File: src/rtl/best_neighbor_scan.sv
// Scans a neighbour table in memory for the lowest-value entry and records the
// index of every entry whose value beats our own current best.
//
// state      | meaning
// IDLE       | waiting for start; results held
// RD_COUNT   | address of neighbour-count word driven
// CAP_COUNT  | count captured and clamped
// RD_ID      | address of entry ID driven
// CAP_ID     | entry ID captured
// RD_VAL     | address of entry value driven
// CAP_VAL    | entry value captured
// RD_HOP     | address of entry hop driven
// CAP_HOP    | hop captured, entry compared against best and mybest
// WR_BETTER  | one-cycle write of entry index into the better list
// FINISH     | scan complete, done raised on exit
module best_neighbor_scan #(
  parameter logic [15:0] NEIGHBOR_BASE = 16'h0100,
  parameter logic [15:0] BETTER_BASE   = 16'h0200,
  parameter int          MAX_NEIGHBORS = 16
) (
  input  logic        clock,
  input  logic        nrst,
  input  logic        start,
  input  logic [15:0] mybest,
  output logic [15:0] address,
  output logic        wr_en,
  output logic [15:0] mem_data_in,
  input  logic [15:0] mem_data_out,
  output logic [15:0] bestvalue,
  output logic [15:0] besthop,
  output logic [15:0] bestneighborID,
  output logic [15:0] betterNeighborCount,
  output logic        busy,
  output logic        done
);

  localparam logic [15:0] MAX_N = 16'(MAX_NEIGHBORS);

  typedef enum logic [3:0] {
    IDLE,
    RD_COUNT,
    CAP_COUNT,
    RD_ID,
    CAP_ID,
    RD_VAL,
    CAP_VAL,
    RD_HOP,
    CAP_HOP,
    WR_BETTER,
    FINISH
  } state_t;

  state_t      state_q, state_d;
  logic [15:0] mybest_q, mybest_d;
  logic [15:0] n_q, n_d;
  logic [15:0] idx_q, idx_d;
  logic [15:0] ptr_q, ptr_d;
  logic [15:0] id_q, id_d;
  logic [15:0] val_q, val_d;
  logic [15:0] address_q, address_d;
  logic        wr_en_q, wr_en_d;
  logic [15:0] wdata_q, wdata_d;
  logic [15:0] bestvalue_q, bestvalue_d;
  logic [15:0] besthop_q, besthop_d;
  logic [15:0] bestid_q, bestid_d;
  logic [15:0] cnt_q, cnt_d;
  logic        busy_q, busy_d;
  logic        done_q, done_d;

  logic [15:0] count_clamped;
  logic        last_entry;

  assign count_clamped = (mem_data_out > MAX_N) ? MAX_N : mem_data_out;
  assign last_entry    = (idx_q + 16'd1) == n_q;

  always_comb begin
    state_d     = state_q;
    mybest_d    = mybest_q;
    n_d         = n_q;
    idx_d       = idx_q;
    ptr_d       = ptr_q;
    id_d        = id_q;
    val_d       = val_q;
    address_d   = address_q;
    wr_en_d     = 1'b0;
    wdata_d     = wdata_q;
    bestvalue_d = bestvalue_q;
    besthop_d   = besthop_q;
    bestid_d    = bestid_q;
    cnt_d       = cnt_q;
    busy_d      = busy_q;
    done_d      = 1'b0;

    case (state_q)
      IDLE: begin
        if (start) begin
          state_d     = RD_COUNT;
          mybest_d    = mybest;
          address_d   = NEIGHBOR_BASE;
          ptr_d       = NEIGHBOR_BASE + 16'd1;
          idx_d       = 16'd0;
          bestvalue_d = 16'hFFFF;
          besthop_d   = 16'd0;
          bestid_d    = 16'hFFFF;
          cnt_d       = 16'd0;
          busy_d      = 1'b1;
        end
      end
      RD_COUNT: state_d = CAP_COUNT;
      CAP_COUNT: begin
        n_d = count_clamped;
        if (count_clamped == 16'd0) begin
          state_d = FINISH;
        end else begin
          state_d   = RD_ID;
          address_d = ptr_q;
          ptr_d     = ptr_q + 16'd1;
        end
      end
      RD_ID: state_d = CAP_ID;
      CAP_ID: begin
        id_d      = mem_data_out;
        state_d   = RD_VAL;
        address_d = ptr_q;
        ptr_d     = ptr_q + 16'd1;
      end
      RD_VAL: state_d = CAP_VAL;
      CAP_VAL: begin
        val_d     = mem_data_out;
        state_d   = RD_HOP;
        address_d = ptr_q;
        ptr_d     = ptr_q + 16'd1;
      end
      RD_HOP: state_d = CAP_HOP;
      CAP_HOP: begin
        // strict compare: on a tie the earlier entry stays best
        if (val_q < bestvalue_q) begin
          bestvalue_d = val_q;
          besthop_d   = mem_data_out;
          bestid_d    = id_q;
        end
        if (val_q < mybest_q) begin
          state_d   = WR_BETTER;
          address_d = BETTER_BASE + cnt_q;
          wdata_d   = idx_q;
          wr_en_d   = 1'b1;
        end else begin
          idx_d = idx_q + 16'd1;
          if (last_entry) begin
            state_d = FINISH;
          end else begin
            state_d   = RD_ID;
            address_d = ptr_q;
            ptr_d     = ptr_q + 16'd1;
          end
        end
      end
      WR_BETTER: begin
        cnt_d = cnt_q + 16'd1;
        idx_d = idx_q + 16'd1;
        if (last_entry) begin
          state_d = FINISH;
        end else begin
          state_d   = RD_ID;
          address_d = ptr_q;
          ptr_d     = ptr_q + 16'd1;
        end
      end
      FINISH: begin
        done_d  = 1'b1;
        busy_d  = 1'b0;
        state_d = IDLE;
      end
      default: state_d = IDLE;
    endcase
  end

  always_ff @(posedge clock) begin
    if (!nrst) begin
      state_q     <= IDLE;
      mybest_q    <= 16'd0;
      n_q         <= 16'd0;
      idx_q       <= 16'd0;
      ptr_q       <= 16'd0;
      id_q        <= 16'd0;
      val_q       <= 16'd0;
      address_q   <= 16'd0;
      wr_en_q     <= 1'b0;
      wdata_q     <= 16'd0;
      bestvalue_q <= 16'hFFFF;
      besthop_q   <= 16'd0;
      bestid_q    <= 16'hFFFF;
      cnt_q       <= 16'd0;
      busy_q      <= 1'b0;
      done_q      <= 1'b0;
    end else begin
      state_q     <= state_d;
      mybest_q    <= mybest_d;
      n_q         <= n_d;
      idx_q       <= idx_d;
      ptr_q       <= ptr_d;
      id_q        <= id_d;
      val_q       <= val_d;
      address_q   <= address_d;
      wr_en_q     <= wr_en_d;
      wdata_q     <= wdata_d;
      bestvalue_q <= bestvalue_d;
      besthop_q   <= besthop_d;
      bestid_q    <= bestid_d;
      cnt_q       <= cnt_d;
      busy_q      <= busy_d;
      done_q      <= done_d;
    end
  end

  assign address             = address_q;
  assign wr_en               = wr_en_q;
  assign mem_data_in         = wdata_q;
  assign bestvalue           = bestvalue_q;
  assign besthop             = besthop_q;
  assign bestneighborID      = bestid_q;
  assign betterNeighborCount = cnt_q;
  assign busy                = busy_q;
  assign done                = done_q;

endmodule

File: config.mk
export PLATFORM = sky130hd
export DESIGN_NAME = best_neighbor_scan
export DESIGN_NICKNAME = d
export VERILOG_FILES = /design/src/rtl/best_neighbor_scan.sv
export SDC_FILE = /design/constraint.sdc
export NUM_CORES = 1
export LEC_CHECK = 0
export ABC_AREA = 1
export BUFFER_PORTS_ARGS = -buffer_cell sky130_fd_sc_hd__buf_2
export CAP_MARGIN = 20
export CORE_ASPECT_RATIO = 1.1
export CORE_UTILIZATION = 40
export CTS_BUF_LIST = sky130_fd_sc_hd__clkbuf_8
export CTS_CLUSTER_SIZE = 8
export DETAILED_ROUTE_END_ITERATION = 8
export HOLD_SLACK_MARGIN = 0.05
export SYNTH_ARGS = -nofsm -noshare
export SYNTH_HDL_FRONTEND = slang
export SYNTH_SLANG_ARGS = --single-unit
File: constraint.sdc
create_clock -name clock -period 3.9 [get_ports clock]
set_input_delay 0.195 -clock clock [delete_from_list [all_inputs] [get_ports clock]]
set_output_delay 0.195 -clock clock [all_outputs]
set_load 0.02 [all_outputs]
Word level (Yosys, flattened, before mapping)
Index checks and enable logic that the tools add are counted.
{ "totals": {"elab_cells": 86, "inputBits": 35, "reg_bits": 199, "out_inout_bits": 99} }
{ "op_classes": {"reduce_logical": 17, "muxes": 31, "n_addsub": 4, "order_cmp": 3, "eq_ne": 15} }
{ "op_table": {"columns": ["cell", "count"], "rows": [
  ["16-bit two-way mux", 15],
  ["16-bit one-hot mux with 5 select lines", 2],
  ["16-bit one-hot mux with 2 select lines", 4],
  ["16-bit by 1-bit adder with 16-bit output (second input constant)", 3],
  ["16-bit one-hot mux with 3 select lines", 1],
  ["4-bit one-hot mux with 10 select lines", 1],
  ["16-bit < comparator", 2],
  ["10-bit by 16-bit adder with 16-bit output (first input constant)", 1],
  ["16-bit equality test", 1],
  ["4-bit by 3-bit equality test with 1-bit output (second input constant)", 4],
  ["16-bit by 5-bit greater-than comparator with 1-bit output (second input constant)", 1],
  ["16-bit logical NOT", 1],
  ["4-bit two-way mux", 4],
  ["4-bit equality test (second input constant)", 3],
  ["2-bit AND reduction", 5],
  ["3-bit AND reduction", 3],
  ["4-bit by 2-bit equality test with 1-bit output (second input constant)", 2],
  ["2-bit inequality test (second input constant)", 4],
  ["2-bit nonzero test", 3],
  ["5-bit nonzero test", 1],
  ["4-bit by 1-bit equality test with 1-bit output (second input constant)", 1],
  ["4-bit logical NOT", 1],
  ["4-bit AND reduction", 1],
  ["1-bit two-way mux", 3],
  ["other kinds (3)", 3]
]} }

Logic depth before layout (Yosys ltp)
{ "logic_depth": {"ltp_word": 5, "ltp_mapped": 18} }

Worst setup path after synthesis
No wires, ideal clock.
{ "synth_timing": {"path_kind": "register to register", "from": "register bestvalue_q[3], in the netlist bestvalue[3]", "to": "register besthop_q[0], in the netlist besthop[0]", "period_less_slack_ns": 2.299, "stages_incl_launch_ff": 13, "required_ns": 3.778, "n_path_buf": 2, "setup_slack_ns": 1.601, "arrival_ns": 2.178, "cell_sequence": "dfxtp_1 -> inv_1 -> ha_1 -> a21oi_1 -> o21ai_0 -> nand3_1 -> a21oi_1 -> o21ai_0 -> nand3_1 -> nand2_1 -> clkbuf_1 -> buf_2 -> a21oi_1"} }
{ "synth_between": {"elab_chain_len": 3} }
{ "synth_rtl": {"columns": ["element", "line_no", "rtl"], "rows": [
  ["from (decl)", "63", "logic [15:0] bestvalue_q, bestvalue_d;"],
  ["from (signal assigned)", "207", "bestvalue_q <= bestvalue_d;"],
  ["16-bit < comparator", "137", "if (val_q < bestvalue_q) begin"],
  ["2-bit inequality test (no line)", null, null],
  ["3-bit AND reduction (no line)", null, null],
  ["to (signal assigned)", "208", "besthop_q <= besthop_d;"],
  ["to (decl)", "64", "logic [15:0] besthop_q, besthop_d;"]
]} }
Every way passes these cells.
A chain may end at the register's enable or synchronous reset.

Worst setup path in the final report
{ "layout_timing": {"from": "register state_q[1]", "to": "register ptr_q[2]"} }
{ "layout_between": {"elab_chain_len": 4} }
{ "layout_rtl": {"columns": ["element", "line_no", "rtl"], "rows": [
  ["from (decl)", "53", "state_t state_q, state_d;"],
  ["from (signal assigned)", "197", "state_q <= state_d;"],
  ["4-bit by 3-bit equality test with 1-bit output", "94", "case (state_q)"],
  ["2-bit OR reduction (no line)", null, null],
  ["5-bit nonzero test (no line)", null, null],
  ["4-bit AND reduction (no line)", null, null],
  ["to (signal assigned)", "201", "ptr_q <= ptr_d;"],
  ["to (decl)", "57", "logic [15:0] ptr_q, ptr_d;"]
]} }
Parallel ways exist; a longest one is shown, timed or not.

==> results.py <==
metrics = {
    "outcome": {
        "status": "finished, violations left",
        "violations": "DRC",
    },
    "logic_synthesis": {
        "synthesis.nets": 1454,
        "seq_area_frac_synth": 0.4015,
        "ys_ff_latch": 199,
        "yosysTopAreaCellShare": 0.4015,
        "syn_area_um2": 9923,
        "ys_warn_count": 0,
        "synth.largest_area_cell": "dfxtp_1",
        "synthTopCellsByArea": "dfxtp_1, nand2_1, a21oi_1, o21ai_0, inv_1",
        "syn_inst": 1385,
        "synthDistinctLibCells": 44,
        "synth_area_per_cell_um2": 7.165,
    },
    "pwr": {
        "p_clk_frac": 0.295,
        "p_comb_frac": 0.196,
        "p_leak_nw": 4.815,
        "peakVddDrop_mv": 0.2125,
        "p_int_mw": 2.929,
        "seq_power_share": 0.509,
        "power.density_nw_per_um2": 380.8,
        "swShare": 0.3328,
        "p_switching_mw": 1.461,
        "finalPower_mw": 4.390,
    },
    "setup_path": {
        "crit_arrival_ns": 3.43,
        "ff2ff_path_depth": 10,
        "crit_chain": "nand2_1 -> nor2_1 -> buf_4 -> inv_1 -> nor3_1 -> o21bai_2 -> inv_1 -> nand3_4 -> nand2_1 -> a21oi_1",
        "critical_path_buf_inv_count": 3,
        "reg2reg_setup_slack_ns": 0.86,
        "slowest_stage": "inv_1",
        "critical_path.max_stage_delay_ns": 0.53,
        "worstReg2RegEnd": "ptr_q[2]",
        "cp-end-kind": "flip-flop",
        "cp-start-kind": "flip-flop",
        "required_ns": 4.30,
        "worstSetupPathDepth": 10,
        "cp_max_fo": 20,
        "r2r_start": "state_q[1]",
        "crit_type": "flip-flop to flip-flop",
        "cpLargestDelayFamily": "simple AND/OR/NAND/NOR gates",
    },
    "clock_tree": {
        "clk_latency_ns": 0.48,
        "cts_root_buf": "clkbuf_8",
        "cts_buffers": 17,
        "cts_tree": "yes",
        "path_clk_slew_ns": 0.10,
        "htree_levels": 4,
        "cts.sinks": 199,
        "postCtsSetupBuffers": 0,
        "cts_buffer_depth": 2,
    },
    "die": {
        "rows": 60,
        "die_h_um": 167.2,
        "initial_utilization": 0.4067,
        "die_area_um2": 25440,
        "die_w_um": 152.2,
        "ios": 134,
        "core_um2": 24400,
    },
    "detailed_routing": {
        "routed_via_density": 5.166,
        "ant_nets": 0,
        "drtIter0Drc": 645,
        "drc_errors": 14,
        "wl_per_cell_um": 15.19,
        "vias": 9510,
        "detail_route.wirelength_um": 27970,
        "dr.pass1.iters": 9,
    },
    "sta": {
        "fmax_ghz": 0.3293,
        "hold_viol_final": 0,
        "finalSetupViolations": 0,
        "max_slew.worst_pin.slew_ns": 1.043,
        "slew_violations": 0,
        "fin_setup_tns_ns": 0,
        "fin_crit_sh": 0.7786,
        "max-slew-margin-rel": 0.3049,
        "hold-worst-slack_ns": 0.1461,
        "worst_slack_ns": 0.8634,
        "fin_skew_ns": 0.01944,
        "rsz0062_at_grt": "false",
        "min_period_ns": 3.037,
    },
    "finish": {
        "final_cell_mix": "nand2_1, dfxtp_1, inv_1, buf_2",
        "fin_cells": 1841,
        "utilization": 0.4725,
        "drive_gt1_frac": 0.1561,
        "area_growth_pct": 16.16,
        "layout_commonest_cell": "nand2_1",
        "nNetsFinal": 1587,
        "fin_area_um2": 11530,
        "antenna_cells": 0,
        "num-fill-cells": 2581,
    },
    "grt": {
        "gr-total-overflow": 0,
        "grt_max_degree": 112,
        "antenna_found_initial": 0,
        "grt_pass1_vias": 8947,
        "grt_util_all_layers": 0.2243,
        "grt_pass1_wl_um": 46280,
    },
    "min_path": {
        "hold_depth": 3,
        "hold_path.startpoint": "start",
        "hold_path_end": "state_q[0]",
        "hold_path_class": "primary input to flip-flop",
    },
    "placement": {
        "hpwl_um": 19470,
        "dpl.cell_count": 1776,
        "place_ws_ns": 0.9284,
        "gp_congestion": 0.8866,
        "placed_cell_area_um2": 10830,
        "numPortBuffers": 133,
    },
    "run": {
        "drv_cap": 0,
    },
}
[power by group through the flow]
stage / Clock [mW] / Sequential, mW / Combinational [mW]
floorplan: 0 / 2.36 / 0.499
global placement: 0 / 2.28 / 0.824
detailed placement: 0 / 2.28 / 0.837
CTS: 1.33 / 2.23 / 0.867
global route: 1.41 / 2.25 / 0.967
finish: 1.29 / 2.23 / 0.862
[final cells by class]
type / instances / area, um^2 / area share
clock buffer: 19 / 261.5 / 0.02269
clock inverter: 13 / 108.9 / 0.009443
inverter: 167 / 626.9 / 0.05438
multi-input combinational: 949 / 5012 / 0.4348
sequential: 199 / 3984 / 0.3456
tap: 310 / 387.9 / 0.03365
timing repair buffer: 184 / 1146 / 0.09942
[worst register-to-register path: cells and delay by family, from the launching register on]
family                 cells  cell delay (ns)
AND/OR/NAND/NOR            5             1.09
flip-flops                 1             0.40
AO/OA/AOI/OAI              2             0.56
buffers and inverters      3             0.91
[cell usage after synthesis, drive strengths merged]
library cell  count
a2111oi           1
a211oi            3
a21o              2
a21oi           147
a221oi            3
a22oi             5
a31oi             4
a32oi             3
buf              13
clkbuf           57
clkinv            3
dfxtp           199
ha               34
inv             164
nand2           259
nand3           116
nand3b            3
nand4            29
nor2            112
nor3             30
nor3b             2
nor4              7
o211ai           18
o21ai           129
o21bai            1
o221ai            2
o22ai            13
or2               4
xnor2             5
xor2             17
[metal layers]
| layer | up-vias | share of wire | track usage |
|---|---|---|---|
| met1 | 4363 | 0.48 | 0.2974 |
| li1 | 4889 | - | - |
| met4 | 0 | 0.012 | 0.05546 |
| met5 | - | 0 | 0 |
| met3 | 24 | 0.048 | 0.04115 |
| met2 | 234 | 0.46 | 0.3751 |
[flip-flops by register name, indices dropped and copies added (netlist names), 4 cells and up]
signal	count
address	16
besthop	16
bestneighborID	16
bestvalue	16
betterNeighborCount	16
id_q	16
idx_q	16
mem_data_in	16
mybest_q	16
n_q	16
ptr_q	16
val_q	16
state_q	4
[how the worst max path moves through the flow]
stage / endpoint / slack, ns / start
floorplan: besthop[0] / 1.60 / bestvalue[3]
global placement: ptr_q[0] / 0.98 / state_q[3]
detailed placement: ptr_q[0] / 0.93 / state_q[0]
CTS: ptr_q[2] / 0.91 / state_q[0]
global route: ptr_q[4] / 0.66 / state_q[0]
finish: ptr_q[2] / 0.86 / state_q[1]
[logic make-up after synthesis]
group / Yosys count / synth area share
AND/OR/NAND/NOR: 562 / 0.2553
AO/OA/AOI/OAI: 331 / 0.1870
buffers and inverters: 237 / 0.09393
flip-flops: 199 / 0.4015
adder cells (fa/ha/maj): 34 / 0.04287
XOR/XNOR: 22 / 0.01942
[repair_timing]
action	4_1_cts	5_1_grt
hold endpoints to repair	66	0
gates resized for setup	0	0
hold buffers	33	0
(Power assumes the default switching activity.)
